==> config.mk <==
export PLATFORM = sky130hd
export DESIGN_NAME = aes_req_arbiter_flat
export DESIGN_NICKNAME = d
export VERILOG_FILES = /design/src/rtl/aes_req_arbiter_if.sv /design/src/rtl/aes_req_arbiter.sv /design/src/flat_wrapper.sv
export SDC_FILE = /design/constraint.sdc
export NUM_CORES = 1
export LEC_CHECK = 0
export CAP_MARGIN = 20
export CELL_PAD_IN_SITES_DETAIL_PLACEMENT = 1
export CELL_PAD_IN_SITES_GLOBAL_PLACEMENT = 2
export CORE_AREA = 2 2 313 315
export DETAILED_ROUTE_END_ITERATION = 12
export DIE_AREA = 0 0 315 317
export DONT_BUFFER_PORTS = 1
export GPL_TIMING_DRIVEN = 0
export PLACE_DENSITY = 0.36
export SYNTH_ARGS = -nofsm -noshare
export SYNTH_HDL_FRONTEND = slang
export SYNTH_SLANG_ARGS = --single-unit
==> constraint.sdc <==
create_clock -name clk -period 6.2 [get_ports clk]
set_clock_uncertainty 0.1 [all_clocks]
set_input_delay 0.93 -clock clk [delete_from_list [all_inputs] [get_ports clk]]
set_output_delay 0.93 -clock clk [all_outputs]
set_load 0.01 [all_outputs]
==> src/rtl/aes_req_arbiter_if.sv <==
// Signal bundle linking two AES requesters, the controller FIFOs and aes_req_arbiter.
// slave = arbiter side, master = requester/controller environment side.
`ifndef AES_ARB_DEFS
`define AES_ARB_DEFS
`define WORD_S 7:0
`define SET_KEY_128     8'h01
`define ECB_ENCRYPT_128 8'h02
`define ECB_DECRYPT_128 8'h03
`define CBC_ENCRYPT_128 8'h04
`define CBC_DECRYPT_128 8'h05
`endif

interface aes_req_arbiter_if;
  logic [127:0]   s0_tdata;
  logic [127:0]   s1_tdata;
  logic           s0_tvalid;
  logic           s1_tvalid;
  logic           s0_tlast;
  logic           s1_tlast;
  logic           s0_tready;
  logic           s1_tready;
  logic [`WORD_S] s0_cmd;
  logic [`WORD_S] s1_cmd;

  logic [127:0]   m_tdata;
  logic           m_tvalid;
  logic           m_tlast;
  logic           m_tready;
  logic [`WORD_S] aes_cmd;

  logic [127:0]   r_tdata;
  logic           r_tvalid;
  logic           r_tready;

  logic [127:0]   d0_tdata;
  logic [127:0]   d1_tdata;
  logic           d0_tvalid;
  logic           d1_tvalid;
  logic           d0_tready;
  logic           d1_tready;

  logic           processing_done;
  logic [1:0]     grant;

  modport slave (
    input  s0_tdata, s1_tdata, s0_tvalid, s1_tvalid, s0_tlast, s1_tlast, s0_cmd, s1_cmd,
    input  m_tready, r_tdata, r_tvalid, d0_tready, d1_tready, processing_done,
    output s0_tready, s1_tready, m_tdata, m_tvalid, m_tlast, aes_cmd,
    output r_tready, d0_tdata, d1_tdata, d0_tvalid, d1_tvalid, grant
  );

  modport master (
    output s0_tdata, s1_tdata, s0_tvalid, s1_tvalid, s0_tlast, s1_tlast, s0_cmd, s1_cmd,
    output m_tready, r_tdata, r_tvalid, d0_tready, d1_tready, processing_done,
    input  s0_tready, s1_tready, m_tdata, m_tvalid, m_tlast, aes_cmd,
    input  r_tready, d0_tdata, d1_tdata, d0_tvalid, d1_tvalid, grant
  );
endinterface

==> src/rtl/aes_req_arbiter.sv <==
// Two-requester arbiter in front of one AES controller: owns the controller for a whole frame.
// Define AES_ARB_FIXED_PRIO_EN to make requester 0 always win a tie (default is round-robin).
`ifndef AES_ARB_DEFS
`define AES_ARB_DEFS
`define WORD_S 7:0
`define SET_KEY_128     8'h01
`define ECB_ENCRYPT_128 8'h02
`define ECB_DECRYPT_128 8'h03
`define CBC_ENCRYPT_128 8'h04
`define CBC_DECRYPT_128 8'h05
`endif

module aes_req_arbiter #(
  parameter int CNT_W = 9
) (
  input  logic             clk,
  input  logic             reset_n,
  aes_req_arbiter_if.slave bus
);
  typedef enum logic [1:0] {IDLE, FWD, DRAIN, RELEASE} state_t;

  localparam logic [CNT_W-1:0] CNT_MAX = {CNT_W{1'b1}};
  localparam logic [CNT_W-1:0] CNT_ONE = {{(CNT_W-1){1'b0}}, 1'b1};

  state_t           state_reg, state_next;
  logic [1:0]       grant_reg, grant_next;
  logic             last_reg, last_next;
  logic [`WORD_S]   cmd_reg, cmd_next;
  logic [CNT_W-1:0] cnt_reg, cnt_next;
  logic             done_seen_reg, done_seen_next;
  logic [1:0]       beat_reg, beat_next;

  logic         sel;
  logic         fwd;
  logic [127:0] src_tdata;
  logic         src_tvalid;
  logic         src_tlast;
  logic         dst_tready;
  logic         is_cbc;
  logic         is_data;
  logic         in_block;
  logic         in_acc;
  logic         out_en;
  logic         out_acc;
  logic         winner;

  assign sel        = grant_reg[1];
  assign fwd        = (state_reg == FWD);
  assign src_tdata  = sel ? bus.s1_tdata  : bus.s0_tdata;
  assign src_tvalid = sel ? bus.s1_tvalid : bus.s0_tvalid;
  assign src_tlast  = sel ? bus.s1_tlast  : bus.s0_tlast;
  assign dst_tready = sel ? bus.d1_tready : bus.d0_tready;

  // beat_reg saturates at 2: 0 = key, 1 = IV (CBC) or first block, 2 = data from here on
  assign is_cbc   = (cmd_reg == `CBC_ENCRYPT_128) || (cmd_reg == `CBC_DECRYPT_128);
  assign is_data  = (beat_reg == 2'd2) || ((beat_reg == 2'd1) && !is_cbc);
  assign in_block = is_data && (cnt_reg == CNT_MAX);
  assign in_acc   = fwd && src_tvalid && bus.m_tready && !in_block;

  assign out_en  = ((state_reg == FWD) || (state_reg == DRAIN)) && (cnt_reg != '0);
  assign out_acc = out_en && bus.r_tvalid && dst_tready;

`ifdef AES_ARB_FIXED_PRIO_EN
  assign winner = !bus.s0_tvalid;
`else
  assign winner = (bus.s0_tvalid && bus.s1_tvalid) ? ~last_reg : bus.s1_tvalid;
`endif

  // A blocked beat is hidden from the FIFO as well, so it is never written without being accepted.
  assign bus.m_tdata   = fwd ? src_tdata : '0;
  assign bus.m_tvalid  = fwd && src_tvalid && !in_block;
  assign bus.m_tlast   = fwd && src_tlast;
  assign bus.s0_tready = fwd && !sel && bus.m_tready && !in_block;
  assign bus.s1_tready = fwd &&  sel && bus.m_tready && !in_block;
  assign bus.aes_cmd   = cmd_reg;
  assign bus.grant     = grant_reg;

  // Results only flow while something is outstanding; d*_tvalid is gated the same way as r_tready.
  assign bus.r_tready  = out_en && dst_tready;
  assign bus.d0_tdata  = (out_en && !sel) ? bus.r_tdata : '0;
  assign bus.d1_tdata  = (out_en &&  sel) ? bus.r_tdata : '0;
  assign bus.d0_tvalid = out_en && !sel && bus.r_tvalid;
  assign bus.d1_tvalid = out_en &&  sel && bus.r_tvalid;

  always_comb begin
    state_next     = state_reg;
    grant_next     = grant_reg;
    last_next      = last_reg;
    cmd_next       = cmd_reg;
    cnt_next       = cnt_reg;
    done_seen_next = done_seen_reg;
    beat_next      = beat_reg;

    case ({in_acc && is_data, out_acc})
      2'b10:   cnt_next = cnt_reg + CNT_ONE;
      2'b01:   cnt_next = cnt_reg - CNT_ONE;
      default: cnt_next = cnt_reg;
    endcase

    if (in_acc && (beat_reg != 2'd2)) begin
      beat_next = beat_reg + 2'd1;
    end

    if (((state_reg == FWD) || (state_reg == DRAIN)) && bus.processing_done) begin
      done_seen_next = 1'b1;
    end

    case (state_reg)
      IDLE: begin
        if (bus.s0_tvalid || bus.s1_tvalid) begin
          grant_next     = winner ? 2'b10 : 2'b01;
          cmd_next       = winner ? bus.s1_cmd : bus.s0_cmd;
          beat_next      = 2'd0;
          done_seen_next = 1'b0;
          cnt_next       = '0;
          state_next     = FWD;
        end
      end
      FWD: begin
        if (in_acc && src_tlast) begin
          state_next = DRAIN;
        end
      end
      DRAIN: begin
        if ((cnt_reg == '0) && (done_seen_reg || bus.processing_done)) begin
          state_next = RELEASE;
        end
      end
      RELEASE: begin
        grant_next = 2'b00;
        last_next  = grant_reg[1];
        state_next = IDLE;
      end
      default: state_next = IDLE;
    endcase
  end

  always_ff @(posedge clk or negedge reset_n) begin
    if (!reset_n) begin
      state_reg     <= IDLE;
      grant_reg     <= 2'b00;
      last_reg      <= 1'b1;
      cmd_reg       <= '0;
      cnt_reg       <= '0;
      done_seen_reg <= 1'b0;
      beat_reg      <= 2'd0;
    end else begin
      state_reg     <= state_next;
      grant_reg     <= grant_next;
      last_reg      <= last_next;
      cmd_reg       <= cmd_next;
      cnt_reg       <= cnt_next;
      done_seen_reg <= done_seen_next;
      beat_reg      <= beat_next;
    end
  end
endmodule

==> src/flat_wrapper.sv <==
// flat-port wrapper written by rule: the top's interface ports become plain ports
module aes_req_arbiter_flat 
#(
  parameter int CNT_W = 9
)
  (clk, reset_n, bus_s0_tdata, bus_s1_tdata, bus_s0_tvalid, bus_s1_tvalid, bus_s0_tlast, bus_s1_tlast, bus_s0_cmd, bus_s1_cmd, bus_m_tready, bus_r_tdata, bus_r_tvalid, bus_d0_tready, bus_d1_tready, bus_processing_done, bus_s0_tready, bus_s1_tready, bus_m_tdata, bus_m_tvalid, bus_m_tlast, bus_aes_cmd, bus_r_tready, bus_d0_tdata, bus_d1_tdata, bus_d0_tvalid, bus_d1_tvalid, bus_grant);
  aes_req_arbiter_if bus_i ();
  input  logic clk;
  input  logic reset_n;
  input wire logic [$bits(bus_i.s0_tdata)-1:0] bus_s0_tdata;
  input wire logic [$bits(bus_i.s1_tdata)-1:0] bus_s1_tdata;
  input wire logic [$bits(bus_i.s0_tvalid)-1:0] bus_s0_tvalid;
  input wire logic [$bits(bus_i.s1_tvalid)-1:0] bus_s1_tvalid;
  input wire logic [$bits(bus_i.s0_tlast)-1:0] bus_s0_tlast;
  input wire logic [$bits(bus_i.s1_tlast)-1:0] bus_s1_tlast;
  input wire logic [$bits(bus_i.s0_cmd)-1:0] bus_s0_cmd;
  input wire logic [$bits(bus_i.s1_cmd)-1:0] bus_s1_cmd;
  input wire logic [$bits(bus_i.m_tready)-1:0] bus_m_tready;
  input wire logic [$bits(bus_i.r_tdata)-1:0] bus_r_tdata;
  input wire logic [$bits(bus_i.r_tvalid)-1:0] bus_r_tvalid;
  input wire logic [$bits(bus_i.d0_tready)-1:0] bus_d0_tready;
  input wire logic [$bits(bus_i.d1_tready)-1:0] bus_d1_tready;
  input wire logic [$bits(bus_i.processing_done)-1:0] bus_processing_done;
  output wire logic [$bits(bus_i.s0_tready)-1:0] bus_s0_tready;
  output wire logic [$bits(bus_i.s1_tready)-1:0] bus_s1_tready;
  output wire logic [$bits(bus_i.m_tdata)-1:0] bus_m_tdata;
  output wire logic [$bits(bus_i.m_tvalid)-1:0] bus_m_tvalid;
  output wire logic [$bits(bus_i.m_tlast)-1:0] bus_m_tlast;
  output wire logic [$bits(bus_i.aes_cmd)-1:0] bus_aes_cmd;
  output wire logic [$bits(bus_i.r_tready)-1:0] bus_r_tready;
  output wire logic [$bits(bus_i.d0_tdata)-1:0] bus_d0_tdata;
  output wire logic [$bits(bus_i.d1_tdata)-1:0] bus_d1_tdata;
  output wire logic [$bits(bus_i.d0_tvalid)-1:0] bus_d0_tvalid;
  output wire logic [$bits(bus_i.d1_tvalid)-1:0] bus_d1_tvalid;
  output wire logic [$bits(bus_i.grant)-1:0] bus_grant;
  assign bus_i.s0_tdata = bus_s0_tdata;
  assign bus_i.s1_tdata = bus_s1_tdata;
  assign bus_i.s0_tvalid = bus_s0_tvalid;
  assign bus_i.s1_tvalid = bus_s1_tvalid;
  assign bus_i.s0_tlast = bus_s0_tlast;
  assign bus_i.s1_tlast = bus_s1_tlast;
  assign bus_i.s0_cmd = bus_s0_cmd;
  assign bus_i.s1_cmd = bus_s1_cmd;
  assign bus_i.m_tready = bus_m_tready;
  assign bus_i.r_tdata = bus_r_tdata;
  assign bus_i.r_tvalid = bus_r_tvalid;
  assign bus_i.d0_tready = bus_d0_tready;
  assign bus_i.d1_tready = bus_d1_tready;
  assign bus_i.processing_done = bus_processing_done;
  assign bus_s0_tready = bus_i.s0_tready;
  assign bus_s1_tready = bus_i.s1_tready;
  assign bus_m_tdata = bus_i.m_tdata;
  assign bus_m_tvalid = bus_i.m_tvalid;
  assign bus_m_tlast = bus_i.m_tlast;
  assign bus_aes_cmd = bus_i.aes_cmd;
  assign bus_r_tready = bus_i.r_tready;
  assign bus_d0_tdata = bus_i.d0_tdata;
  assign bus_d1_tdata = bus_i.d1_tdata;
  assign bus_d0_tvalid = bus_i.d0_tvalid;
  assign bus_d1_tvalid = bus_i.d1_tvalid;
  assign bus_grant = bus_i.grant;
  aes_req_arbiter #(.CNT_W(CNT_W)) u_core (.clk(clk), .reset_n(reset_n), .bus(bus_i));
endmodule
# == Yosys cells after proc, flatten, opt, wreduce, memory -nomap -nowiden ==
# Index checks and enable logic that the tools add are counted.
# word_totals
ff_bits,25
in_bits,411
output_inout_bits,401
wordCells,92
# op_classes
addsub,3
eq_ne,14
n_mux,25
bitwise,1
n_reduce_logical,42
# op_table
op,count
$mux 128,4
$logic_and 1x1->1,27
$mux 9,2
$pmux 9 s2,1
$eq 8x3->1 const B,2
$mux 2,8
$add 9x1->9 const B,1
$eq 9x9->1 const B,1
$logic_not 9->1,1
$reduce_bool 9->1,1
$sub 9x1->9 const B,1
$eq 2x2->1 const B,4
$mux 8,1
$pmux 2 s4,1
$mux 1,7
$eq 2x1->1 const B,3
$ne 2x2->1 const B,3
$logic_or 1x1->1,5
$pmux 2 s2,1
$reduce_and 2->1,2
$logic_not 1->1,3
$reduce_and 3->1,1
$add 2x1->2 const B,1
$logic_not 2->1,1
other kinds (3),3

# == Logic depth before layout (Yosys ltp) ==
# Gate-level depths: netlist of run 1.
# depth
depth_word,13
ltp_mapped,14
depth_no_buf,14

# == Least setup slack after synthesis of run 1 ==
# OpenSTA, ideal clock, no wires.
# synth_path
kind,input to register
from,input bus_s0_tvalid
to,register u_core.cnt_reg[7]
setup_time_ns,0.130
t_arrival_ns,3.215
required_time_ns,5.970
setup_slack_ns,2.754
stages,10
path_buffers,1
cell_sequence,buf_2 > mux2i_1 > or3_1 > ha_1 > ha_1 > a21o_1 > a211o_4 > a2111oi_4 > or4_1 > a31oi_1
# synth_via
elab_chain_len,9
word_cells_on_any_way,11
cone_classes,eq/ne (2); mux (4); reduce/logical (5)
# synth_rtl
element,line,source
from (decl),flat_wrapper.sv:12,input wire logic [$bits(bus_i.s0_tvalid)-1:0] bus_s0_tvalid;
$mux 1,aes_req_arbiter.sv:50,assign src_tvalid = sel ? bus.s1_tvalid : bus.s0_tvalid;
$logic_and 1x1->1 (3 in a row),aes_req_arbiter.sv:58,assign in_acc = fwd && src_tvalid && bus.m_tready && !in_block;
$logic_and 1x1->1,aes_req_arbiter.sv:94,"case ({in_acc && is_data, out_acc})"
$eq 2x1->1 / $eq 2x2->1 (equally long branches),aes_req_arbiter.sv:94,
$pmux 9 s2,aes_req_arbiter.sv:94,
$mux 9,aes_req_arbiter.sv:110,if (bus.s0_tvalid || bus.s1_tvalid) begin
$mux 9 *,aes_req_arbiter.sv:108,case (state_reg)
named net u_core.cnt_next[7],aes_req_arbiter.sv:29,"logic [CNT_W-1:0] cnt_reg, cnt_next;"
to (signal assigned),aes_req_arbiter.sv:152,cnt_reg <= cnt_next;
to (decl),aes_req_arbiter.sv:29,
# The timed path passes the listed nets; every way through them passes the cells marked *.
# A chain may end at the register's enable or synchronous reset.

# == Final worst setup path of run 1 ==
# layout_path
from,register u_core.grant_reg[1] (netlist: u_core.bus.grant[1])
to,output bus_d1_tdata[115]
# layout_via
elab_chain_len,2
# layout_rtl
element,line,source
from (decl),aes_req_arbiter.sv:26,"logic [1:0] grant_reg, grant_next;"
from (signal assigned),aes_req_arbiter.sv:149,grant_reg <= grant_next;
$logic_and 1x1->1,aes_req_arbiter.sv:81,assign bus.d1_tdata = (out_en && sel) ? bus.r_tdata : '0;
$mux 128,aes_req_arbiter.sv:81,
to (decl),flat_wrapper.sv:32,output wire logic [$bits(bus_i.d1_tdata)-1:0] bus_d1_tdata;
# No other way between the ends.

==> results of run 1 <==
## kinds of logic after synthesis
kind of cell	share of synthesized area (%)
mux	25.8
xor+xnor	0.989
fa+ha+maj	3.91
flops	11.8
compound gates	6.68
buf+inv	6.00
simple gates	44.8
## worst min-delay path by stage
stage	from	to	depth (start not counted)	slack (ns)
after floorplan	u_core.done_seen_reg	u_core.done_seen_reg	2	0.36
after global placement	u_core.done_seen_reg	u_core.done_seen_reg	2	0.38
after detailed placement	u_core.done_seen_reg	u_core.done_seen_reg	2	0.38
after CTS	reset_n	u_core.bus.aes_cmd[0]	0	0.24
after global routing	reset_n	u_core.bus.aes_cmd[0]	0	0.23
final	reset_n	u_core.bus.aes_cmd[0]	0	0.25
## cells in the final DEF (no fill, tap or decap), types with 4 or more instances in the layout
master	Yosys	layout
a21o_1	4	4
a21oi_1	14	14
a222oi_1	8	8
and2_1	259	259
buf_1	4	4
buf_2	18	18
clkbuf_1	39	39
dfrtp_1	24	24
diode_2	0	7
ha_1	15	15
inv_1	18	18
mux2i_1	136	136
nand2_1	15	15
nand3_1	6	6
nor2_1	148	148
nor3_1	5	5
o21ai_0	6	6
## metal layers
layer | track usage (%) | routed length [µm] | vias to the layer above | share of wire [%]
met5 | 0 | 68 | - | 0.14
met3 | 2.53 | 4550 | 50 | 9.7
met4 | 1.29 | 805 | 10 | 1.7
met1 | 11.2 | 20000 | 2930 | 43
met2 | 13.4 | 21600 | 456 | 46
li1 | - | - | 2481 | -
## power groups by stage
stage	Sequential [mW]	Combinational (mW)	Clock [mW]
2_1_floorplan	0.291	1.92	0
3_3_place_gp	0.317	2.73	0
3_5_place_dp	0.319	2.73	0
4_1_cts	0.317	2.74	0.161
5_1_grt	0.326	2.94	0.167
6_report	0.313	2.69	0.155
## final cells by class
type / count / area [µm²] / share of cell area, %
Buffer: 61 / 251 / 3.58
Clock inverter: 1 / 7.51 / 0.107
Clock buffer: 3 / 75.1 / 1.07
Multi-Input combinational cell: 652 / 4370 / 62.2
Timing Repair Buffer: 1 / 11.3 / 0.160
Tap cell: 1276 / 1600 / 22.7
Antenna cell: 7 / 17.5 / 0.249
Inverter: 18 / 67.6 / 0.962
Sequential cell: 25 / 627 / 8.92
## stage by stage
| stage | power [mW] | cell area [µm²] | cells |
|---|---|---|---|
| global route | 3.43 | 7010 | 2039 |
| CTS | 3.22 | 7010 | 2037 |
| global placement | 3.05 | 6910 | 2032 |
| floorplan | 2.21 | 5320 | 756 |
| finish | 3.16 | 7020 | 2044 |
| detailed placement | 3.05 | 6920 | 2033 |
==> impl_metrics.json, run 1 <==
{
  "fin_crit_ns": 4.47,
  "rsz0062_at_grt": "no",
  "worst_ir_drop_vdd_uv": 202,
  "synth.most_common_cell": "and2_1",
  "cts-root-buf": "clkbuf_16",
  "tightest_slew_ns": 0.792,
  "fin_ws_ns": 1.73,
  "vias_per_cell": 2.90,
  "antenna_found_initial": 22,
  "synth_edf_count": 0,
  "postSynthCellCount": 756,
  "grt_pass1_vias": 5832,
  "finalSetupViolCount": 0,
  "fp.dieH_um": 317,
  "r2r-end": "u_core.cnt_reg[7]",
  "drt-initial-drc-count": 361,
  "leakagePower_nw": 2.46,
  "synth_warnings": 0,
  "r2r_setup_slack_ns": 2.21,
  "rr_worst_depth": 12,
  "cts_resized": 0,
  "slew_violations": 0,
  "crit_slowest_cell": "dfrtp_1",
  "dp_slack_ns": 1.74,
  "fin_crit_sh_pct": 72.1,
  "wire_per_inst_um": 23.0,
  "firstDrtPassIters": 5,
  "yosysSeqAreaShare_pct": 11.8,
  "areaGrowthSynthToFinish_pct": 32.1,
  "slowest_delay_ns": 0.54,
  "portBuffers": 0,
  "p_per_area_mw_per_mm2": 450,
  "yosysUniqueCellTypes": 42,
  "place_congestion": 0.948,
  "crit_family": "buffers and inverters",
  "async_flop_share_pct": 100,
  "yosysTopAreaCell": "and2_1",
  "grt_pass1_wl_um": 56700,
  "cts_hold_buf": 0,
  "wl_um": 47100,
  "power_switching_mw": 2.09,
  "cts_max_level": 1,
  "synthTopCellsByCount": "and2_1, nor2_1, mux2i_1, clkbuf_1, dfrtp_1",
  "rows": 114,
  "cp_num_cells": 6,
  "worst_ep_required_time_ns": 5.17,
  "grt_overflow": 0,
  "comb_power_share_pct": 85.2,
  "fin_nets": 1189,
  "initial_core_util_pct": 5.52,
  "dieArea_mm2": 0.0999,
  "clock-sinks": 25,
  "fp.dieW_um": 315,
  "p_sw_share_pct": 66.0,
  "cts_tree": "built",
  "cp_max_fo": 10,
  "setup.worst_path.end_class": "output pin",
  "tns_ns": 0,
  "largest_reg_flops": 9,
  "crit_arrival_ns": 3.44,
  "grt_max_degree": 26,
  "crit_end": "bus_d1_tdata[115]",
  "clkTransAtPathRegs_ns": 0.07,
  "cts-buffers-inserted": 3,
  "route.detailed.drc": 0,
  "worstReg2RegStart": "u_core.bus.aes_cmd[5]",
  "pwr-share-seq_pct": 9.9,
  "synth_nets": 1183,
  "fmax_ghz": 0.224,
  "synth_seq_cells": 25,
  "track_usage_pct": 8.38,
  "path_common_cell": "buf_2",
  "clkPwrFrac_pct": 4.9,
  "cp_num_buf_inv": 4,
  "yosys-top-cells-area": "and2_1, mux2i_1, dfrtp_1, nor2_1, ha_1",
  "cts_max_path_buffers": 2,
  "vias": 5927,
  "hold_violations": 0,
  "coreArea_mm2": 0.0963,
  "outcome": "finished, final reports clean",
  "yosys.area.top_type_share_pct": 30.5,
  "path_cells": "buf_2, inv_1, nor2_1, buf_2, clkbuf_1, and2_1",
  "hold_class": "primary input to async pin",
  "hold_slack_ns": 0.249,
  "io_pins": 812,
  "maxSlewHeadroom_pct": 47.2,
  "synth_area_mm2": 0.00532,
  "num-fill-cells": 11700,
  "ant_nets": 0,
  "post_cts.repair.setup_buffers": 0,
  "cap_viol_max_count": 0,
  "synth_area_per_cell_um2": 7.03,
  "crit_start": "u_core.bus.grant[1]",
  "final_util_pct": 7.30,
  "hpwl_um": 43300,
  "criticalPathCategory": "flop to output pin",
  "internal_power_mw": 1.07,
  "layout-drive-gt1-share_pct": 3.81,
  "clock_latency_ns": 0.27,
  "synthFlopType": "dfrtp_1",
  "critPathLaunchType": "flop"
}
Note: power is estimated with default switching activity, not from simulation.
==> run 2, diff against run 1 <==
- CORE_AREA: 2 2 313 315 -> 2 2 315 317
- DIE_AREA: 0 0 315 317 -> 0 0 317 319
- clock period: 6.2 -> 4.3 ns (I/O delays scaled with it)
==> impl_metrics.json, run 2 (same netlist as run 1, synthesis figures left out) <==
{
  "slew_violations": 0,
  "maxSlewHeadroom_pct": 51.1,
  "firstDrtPassIters": 6,
  "path_cells": "buf_2, inv_1, nor2_1, buf_2, clkbuf_1, and2_1",
  "route.detailed.drc": 0,
  "dp.cells": 2044,
  "hold_class": "primary input to async pin",
  "worst_ep_required_time_ns": 3.56,
  "final_common_cell": "and2_1",
  "wl_um": 47100,
  "io_pins": 812,
  "grt_pass1_vias": 5906,
  "fin_area_mm2": 0.00707,
  "ant_nets": 0,
  "leakagePower_nw": 2.47,
  "vias": 6230,
  "worstReg2RegStart": "u_core.bus.aes_cmd[4]",
  "drt-initial-drc-count": 488,
  "largest_reg_flops": 9,
  "cp_num_buf_inv": 4,
  "seq_area_um2": 627,
  "track_usage_pct": 8.33,
  "areaGrowthSynthToFinish_pct": 32.9,
  "placed_cell_area_mm2": 0.00694,
  "slowest_delay_ns": 0.56,
  "place_congestion": 1.04,
  "cts_tree": "built",
  "grt_pass1_wl_um": 56900,
  "rows": 115,
  "cts_max_path_buffers": 2,
  "hold_slack_ns": 0.0964,
  "coreArea_mm2": 0.0977,
  "hold_violations": 0,
  "dp_slack_ns": 0.120,
  "layout-drive-gt1-share_pct": 4.07,
  "instances_no_fill": 2061,
  "setup.worst_path.end_class": "output pin",
  "cts_max_level": 1,
  "outcome": "finished, final reports clean",
  "antenna_found_initial": 42,
  "fmax_ghz": 0.258,
  "fin_nets": 1189,
  "cp_max_fo": 11,
  "cap_viol_max_count": 0,
  "fin_crit_sh_pct": 90.1,
  "tightest_slew_ns": 0.733,
  "fin_ws_ns": 0.424,
  "post_cts.repair.setup_buffers": 0,
  "path_common_cell": "buf_2",
  "fp.dieH_um": 319,
  "worst_ir_drop_vdd_uv": 183,
  "crit_slowest_cell": "dfrtp_1",
  "vias_per_cell": 3.02,
  "num-fill-cells": 11800,
  "initial_core_util_pct": 5.44,
  "finalSetupViolCount": 0,
  "clock_latency_ns": 0.26,
  "r2r-end": "u_core.cnt_reg[7]",
  "crit_family": "buffers and inverters",
  "hpwl_um": 43200,
  "clock-sinks": 25,
  "rsz0062_at_grt": "no",
  "cts-buffers-inserted": 3,
  "tns_ns": 0,
  "crit_start": "u_core.bus.grant[1]",
  "clkTransAtPathRegs_ns": 0.07,
  "fin_crit_ns": 3.88,
  "grt_max_degree": 25,
  "p_per_area_mw_per_mm2": 637,
  "crit_arrival_ns": 3.13,
  "portBuffers": 0,
  "grt_overflow": 0,
  "multi_input_area_mm2": 0.00437,
  "dieArea_mm2": 0.101,
  "cts-root-buf": "clkbuf_16",
  "rr_worst_depth": 12,
  "fp.dieW_um": 317,
  "criticalPathCategory": "flop to output pin",
  "wire_per_inst_um": 22.8,
  "layout_common_cells": "and2_1, nor2_1, mux2i_1",
  "critPathLaunchType": "flop",
  "r2r_setup_slack_ns": 0.42
}
-- run 2: cell types whose count changed in the layout (fill, tap and decap cells not counted) --
cell / delta
buf_12: +1
clkbuf_1: -2
clkinv_2: +1
clkinvlp_4: -1
diode_2: +6
clkbuf_2: +1
-- run 2: through the flow --
| stage | power [mW] | utilization (%) |
|---|---|---|
| CTS | 4.57 | 7.20 |
| finish | 4.50 | 7.23 |
| global placement | 4.34 | 7.09 |
| floorplan | 3.19 | - |
| detailed placement | 4.36 | 7.10 |
| global route | 4.85 | 7.22 |
-- run 2: layer usage --
metal | wire length, µm | track usage, % | part of all wire (%)
met5 | 202 | 0 | 0.43
met4 | 877 | 1.66 | 1.9
met3 | 6400 | 4.06 | 14
met2 | 20700 | 12.8 | 44
met1 | 18900 | 10.4 | 40
-- run 2: final cells by class --
cell class,instances,share of cell area [%]
multi-input combinational,652,61.8
tap,1287,22.8
sequential,25,8.87
buffer,60,3.52
clock buffer,3,1.06
inverter,18,0.956
antenna,13,0.460
timing repair buffer,2,0.443
clock inverter,1,0.0708
-- run 2: worst max path at each step --
stage	cells after the start	slack [ns]	to
final	6	0.42	bus_d1_tdata[37]
after global routing	6	0.01	bus_d1_tdata[37]
after CTS	6	0.12	bus_d1_tdata[37]
after detailed placement	6	0.12	bus_d1_tdata[53]
after global placement	6	-0.33	bus_d1_tdata[53]
after floorplan	12	0.94	u_core.cnt_reg[7]
-- run 2: report_power, final --
group	internal [mW]	switching, mW
Combinational	1.09	2.75
Clock	0.126	0.0885
Sequential	0.332	0.122
-- run 2: repair_timing --
action                                  in CTS  in global routing
hold buffers                                 1                  0
endpoints found under the hold margin       24                  0
endpoints found under the setup margin      11                  0
resized for setup                            1                  0
==> run 3, diff against run 2 <==
- ABC_CLOCK_PERIOD_IN_PS: not set -> 4300
==> results of run 3 <==
Same layout as run 2: the final DEF is identical, and so are final timing and power.
